**config.mk**
```make
export PLATFORM = sky130hd
export DESIGN_NAME = spatz_l1d_cfg_sequencer
export DESIGN_NICKNAME = d
export VERILOG_FILES = /design/src/rtl/spatz_l1d_cfg_sequencer.sv
export SDC_FILE = /design/constraint.sdc
export NUM_CORES = 1
export LEC_CHECK = 0
export ABC_CLOCK_PERIOD_IN_PS = 4050
export CAP_MARGIN = 5
export CORE_MARGIN = 1.5
export CORE_UTILIZATION = 53
export CTS_CLUSTER_SIZE = 30
export DETAILED_ROUTE_END_ITERATION = 8
export PLACE_DENSITY = 0.82
export SLEW_MARGIN = 30
export SYNTH_ARGS = -nofsm -noshare
export SYNTH_HDL_FRONTEND = slang
export SYNTH_SLANG_ARGS = --single-unit
```
**constraint.sdc**
```tcl
create_clock -name clk_i -period 4.05 [get_ports clk_i]
set_input_delay 0.405 -clock clk_i [delete_from_list [all_inputs] [get_ports clk_i]]
set_output_delay 0.405 -clock clk_i [all_outputs]
set_load 0.02 [all_outputs]
```
**src/rtl/spatz_l1d_cfg_sequencer.sv**
```systemverilog
// Breaks L1D maintenance / SPM resize requests into ordered flush and invalidate
// steps, broadcasting each step to every cache controller and collecting completions.
module spatz_l1d_cfg_sequencer #(
    parameter int unsigned         NumCacheCtrl = 4,
    parameter int unsigned         SPMWidth     = 10,
    parameter logic [SPMWidth-1:0] SpmSizeReset = '0
) (
    input  logic                    clk_i,
    input  logic                    rst_ni,
    input  logic                    req_valid_i,
    output logic                    req_ready_o,
    input  logic [1:0]              req_op_i,
    input  logic [SPMWidth-1:0]     req_spm_size_i,
    output logic [1:0]              insn_o,
    output logic [NumCacheCtrl-1:0] insn_valid_o,
    input  logic [NumCacheCtrl-1:0] insn_ready_i,
    input  logic [NumCacheCtrl-1:0] insn_done_i,
    output logic [SPMWidth-1:0]     spm_size_o,
    output logic                    busy_o,
    output logic                    done_o,
    output logic [31:0]             last_cycles_o
);

    typedef enum logic [2:0] {IDLE, ISSUE, WAIT, APPLY, FINISH} state_e;

    localparam logic [1:0] OpFlush      = 2'd0;
    localparam logic [1:0] OpInval      = 2'd1;
    localparam logic [1:0] OpFlushInval = 2'd2;
    localparam logic [1:0] OpResize     = 2'd3;

    localparam logic [1:0] InsnFlush = 2'd0;
    localparam logic [1:0] InsnInval = 2'd1;

    state_e                  state_q, state_d;
    logic [1:0]              op_q, op_d;
    logic [1:0]              step_q, step_d;
    logic [SPMWidth-1:0]     size_q, size_d;
    logic [SPMWidth-1:0]     spm_q, spm_d;
    logic [NumCacheCtrl-1:0] accepted_q, accepted_d;
    logic [NumCacheCtrl-1:0] done_q, done_d;
    logic [31:0]             cnt_q, cnt_d;
    logic [31:0]             last_q, last_d;

    logic [NumCacheCtrl-1:0] acc_seen;
    logic [NumCacheCtrl-1:0] done_seen;
    logic [31:0]             cnt_inc;

    // Step list per operation: index 1 of a RESIZE is the APPLY slot, not a broadcast.
    function automatic logic [1:0] step_insn(input logic [1:0] op, input logic [1:0] idx);
        logic [1:0] insn;
        insn = InsnFlush;
        case (op)
            OpInval:      insn = InsnInval;
            OpFlushInval: insn = (idx == 2'd0) ? InsnFlush : InsnInval;
            OpResize:     insn = (idx == 2'd2) ? InsnInval : InsnFlush;
            default:      insn = InsnFlush;
        endcase
        return insn;
    endfunction

    function automatic logic [1:0] last_step(input logic [1:0] op);
        logic [1:0] idx;
        idx = 2'd0;
        case (op)
            OpFlushInval: idx = 2'd1;
            OpResize:     idx = 2'd2;
            default:      idx = 2'd0;
        endcase
        return idx;
    endfunction

    always_ff @(posedge clk_i or negedge rst_ni) begin
        if (!rst_ni) begin
            state_q    <= IDLE;
            op_q       <= OpFlush;
            step_q     <= 2'd0;
            size_q     <= '0;
            spm_q      <= SpmSizeReset;
            accepted_q <= '0;
            done_q     <= '0;
            cnt_q      <= '0;
            last_q     <= '0;
        end else begin
            state_q    <= state_d;
            op_q       <= op_d;
            step_q     <= step_d;
            size_q     <= size_d;
            spm_q      <= spm_d;
            accepted_q <= accepted_d;
            done_q     <= done_d;
            cnt_q      <= cnt_d;
            last_q     <= last_d;
        end
    end

    // A done pulse only counts once its controller has accepted, possibly in the same cycle.
    assign acc_seen  = (state_q == ISSUE) ? (accepted_q | insn_ready_i) : accepted_q;
    assign done_seen = done_q | (insn_done_i & acc_seen);
    assign cnt_inc   = (cnt_q == 32'hFFFF_FFFF) ? cnt_q : cnt_q + 32'd1;

    always_comb begin
        state_d    = state_q;
        op_d       = op_q;
        step_d     = step_q;
        size_d     = size_q;
        spm_d      = spm_q;
        accepted_d = accepted_q;
        done_d     = done_q;
        cnt_d      = (state_q == IDLE) ? cnt_q : cnt_inc;
        last_d     = last_q;
        case (state_q)
            IDLE: begin
                if (req_valid_i) begin
                    op_d       = req_op_i;
                    size_d     = req_spm_size_i;
                    step_d     = 2'd0;
                    cnt_d      = '0;
                    accepted_d = '0;
                    done_d     = '0;
                    state_d    = ISSUE;
                end
            end
            ISSUE: begin
                accepted_d = acc_seen;
                done_d     = done_seen;
                if (&acc_seen) state_d = WAIT;
            end
            WAIT: begin
                done_d = done_seen;
                if (&done_seen) begin
                    accepted_d = '0;
                    done_d     = '0;
                    if (step_q == last_step(op_q)) begin
                        state_d = FINISH;
                    end else begin
                        step_d  = step_q + 2'd1;
                        state_d = (op_q == OpResize && step_q == 2'd0) ? APPLY : ISSUE;
                    end
                end
            end
            APPLY: begin
                spm_d   = size_q;
                step_d  = step_q + 2'd1;
                state_d = ISSUE;
            end
            FINISH: begin
                last_d  = cnt_inc;
                state_d = IDLE;
            end
            default: state_d = IDLE;
        endcase
    end

    always_comb begin
        req_ready_o   = (state_q == IDLE);
        busy_o        = (state_q != IDLE);
        done_o        = (state_q == FINISH);
        insn_valid_o  = (state_q == ISSUE) ? ~accepted_q : '0;
        insn_o        = (state_q == IDLE) ? InsnFlush : step_insn(op_q, step_q);
        spm_size_o    = spm_q;
        last_cycles_o = last_q;
    end

endmodule

```
==> impl_metrics.tcl <==
set metrics [dict create \
    wirelength_um 11200 \
    drt_iter0_markers 296 \
    finalWorstSetupSlack_ns 0.841 \
    grt_pass1_wl_um 18800 \
    p_leak_nw 2.47 \
    synthArstFlopShare 1.00 \
    busiest_layer "met2" \
    port_buffers 72 \
    synth_area_leaders "dfrtp_1, nand2_1, xnor2_1" \
    grt_max_degree 66 \
    synth.top_cell.area_share 0.488 \
    outcome "finished clean" \
    ios 74 \
    grt_antenna_before_repair 0 \
    yosysWarnings 0 \
    yosysUniqueCellTypes 63 \
    regArea_um2 2480 \
    worst-path-max-fanout 23 \
    rsz0062_at_grt "false" \
    synthToLayoutAreaGrowth_pct 18.8 \
    worstSetupStartpointType "flop" \
    first_pass_iters 5 \
    use_met1 0.307 \
    drc 0 \
    via_per_inst 5.80 \
    critPathKind "reg -> out" \
    initial_utilization 0.547 \
    synth-seq-cells 99 \
    setup_viol 0 \
    h-tree-depth 3 \
    multiInputGateArea_um2 2410 \
    antenna_left 0 \
    die_w_um 101 \
    syn_area_per_cell_um2 9.34 \
    insertion_delay_ns 0.37 \
    fin_util 0.650 \
    synth_top_cell_by_area "dfrtp_1" \
    holdBufCountCts 0 \
    slew_headroom 0.461 \
    cp.required_ns 3.64 \
    placed_area_um2 5840 \
    place_ws_ns 1.22 \
    dp_hpwl_um 7730 \
    synth_area_um2 5080 \
    use_met2 0.375 \
    cts_tree "done" \
    postCtsSetupBuffers 0 \
    routedWlPerCell_um 15.3 \
    die_y_um 101 \
    finalHoldViolCount 0 \
    clock-sinks 99 \
    diodes 0 \
    fin_crit_ns 3.21 \
    critPathCaptureType "output port" \
    vias 4242 \
    period_share 0.792 \
    num_rows 35 \
    synth-seq-area-share 0.488 \
    synth_edf_count 0 \
    syn_inst 544 \
    arrival_ns 2.80 \
    clock_skew_ns 0.0136 \
    maxCapViolations 0 \
    path_clk_slew_ns 0.10 \
    syn-num-nets 570 \
    hp-class "in -> async" \
    finalSetupTns_ns 0 \
    report.final.slew_viol_count 0 \
    core_um2 9280 \
    gp_congestion 0.922 \
    cts_resized 0 \
    ir_drop_mv 0.426 \
    tightest_slew_ns 0.809 \
    grt_overflow 0 \
    synthFlopType "dfrtp_1" \
    fill_cells 796 \
    fmax_mhz 312 \
    fin_area_um2 6030 \
    grt_pass1_vias 4013 \
    drive_gt1_frac 0.0813 \
    p_per_area_nw_per_um2 548 \
    gr-usage-met3 0.0423 \
    nets 624 \
    die_area_um2 10200 \
    clockBufferDepth 2 \
    root_buffer "clkbuf_8" \
    grt_usage 0.230 \
    cts_buffers 9 \
]
## state kept, by name, indices dropped and copies added, names as in the netlist
| register | flops |
|---|---|
| accepted_q | 4 |
| cnt_q | 32 |
| done_q | 4 |
| last_cycles_o | 32 |
| op_q | 2 |
| size_q | 10 |
| spm_size_o | 10 |
| state_q | 3 |
| step_q | 2 |
## through the flow
step	hold WS [ns]	power [mW]	instances
2_1_floorplan	0.109	2.23	544
3_3_place_gp	0.454	2.64	716
3_5_place_dp	0.459	2.68	716
4_1_cts	0.144	3.31	732
5_1_grt	0.179	3.51	732
6_report	0.114	3.30	732
## area by class of cell
class / instances / share of cell area
Clock inverter: 7 / 0.0112
Tap cell: 129 / 0.0267
Timing Repair Buffer: 76 / 0.124
Inverter: 11 / 0.00684
Clock buffer: 9 / 0.0205
Multi-Input combinational cell: 401 / 0.400
Sequential cell: 99 / 0.411
## Yosys cell counts (2+ instances only)
cell,n
nor4_4,2
ha_1,3
nand3_2,3
o211ai_1,4
a21o_1,5
nor2b_1,5
nor3b_1,3
and3_1,7
nand4_1,9
xnor2_1,23
and4_1,5
clkbuf_1,22
a21oi_1,16
or3_1,7
a22o_1,4
o211a_1,2
buf_2,8
nor3_2,4
nand2_1,98
mux2_2,11
a211oi_1,2
nand2b_1,2
o21ai_1,26
buf_6,2
or2_1,2
o31ai_1,11
nor2_1,28
mux2i_1,2
o21ai_0,38
o21a_1,3
dfrtp_1,99
o311ai_0,2
xor2_1,5
nand3_1,14
nor3_1,10
inv_1,11
nand3b_1,2
a31oi_1,15
nor4_1,5
## kinds of logic after synthesis
| group | Yosys count | share of synthesized area |
|---|---|---|
| and+or+nand+nor | 219 | 0.224 |
| other | 1 | 0.000738 |
| xor gates and xnor gates | 28 | 0.0483 |
| muxes | 14 | 0.0305 |
| adders and majority gates | 3 | 0.00739 |
| AOI/OAI and AO/OA | 136 | 0.163 |
| buffers and inverters | 44 | 0.0382 |
| DFF | 99 | 0.488 |
## metal layers
layer / share of wire / wire, um
met5: 0 / 0
met4: 0.019 / 216
met3: 0.065 / 727
met2: 0.47 / 5270
met1: 0.45 / 5000
## where the power goes
group	leakage (nW)	internal [mW]	total [mW]	switching [mW]
registers	1.31	1.21	1.44	0.224
logic	1.07	0.544	1.25	0.706
clock network	0.0958	0.241	0.619	0.379
## worst max-delay path, stage by stage, from the launching register on
cell,delay [ns]
dfrtp_1,0.51
or3_1,0.41
buf_4,0.22
inv_1,0.55
clkdlybuf4s50_1,0.74
## worst paths after layout
check / end / depth (start not counted) / slack [ns] / start
setup / recovery: req_ready_o / 4 / 0.84 / state_q[2]
setup reg to reg: accepted_q[2] / 6 / 1.17 / state_q[2]
hold / removal: last_cycles_o[9] / 1 / 0.11 / rst_ni
min in group clk_i: size_q[7] / 2 / 0.48 / size_q[7]
hold reg to reg: size_q[7] / 2 / 0.48 / size_q[7]
max in group asynchronous: cnt_q[14] / 2 / 2.97 / rst_ni
## placed cells by master (no fill, tap or decap), types with 3 or more instances in the layout
master / count
nor4_1: 5
a21o_1: 5
o21ai_1: 26
o21a_1: 3
a22o_1: 4
nor3_1: 10
xnor2_1: 23
and4_1: 5
nand2_1: 97
o31ai_1: 11
xor2_1: 5
buf_4: 5
a21oi_1: 16
and3_1: 7
dfrtp_1: 99
clkdlybuf4s50_1: 71
inv_1: 11
a31oi_1: 15
nand4_1: 9
nor3b_1: 3
nand3_2: 3
or3_1: 7
o21ai_0: 38
nor3_2: 4
nand3_1: 14
nor2b_1: 5
clkbuf_8: 9
nor2_1: 27
mux2_2: 11
o211ai_1: 4
ha_1: 3
inv_8: 3
No activity file was read; power rests on OpenSTA's default activity.
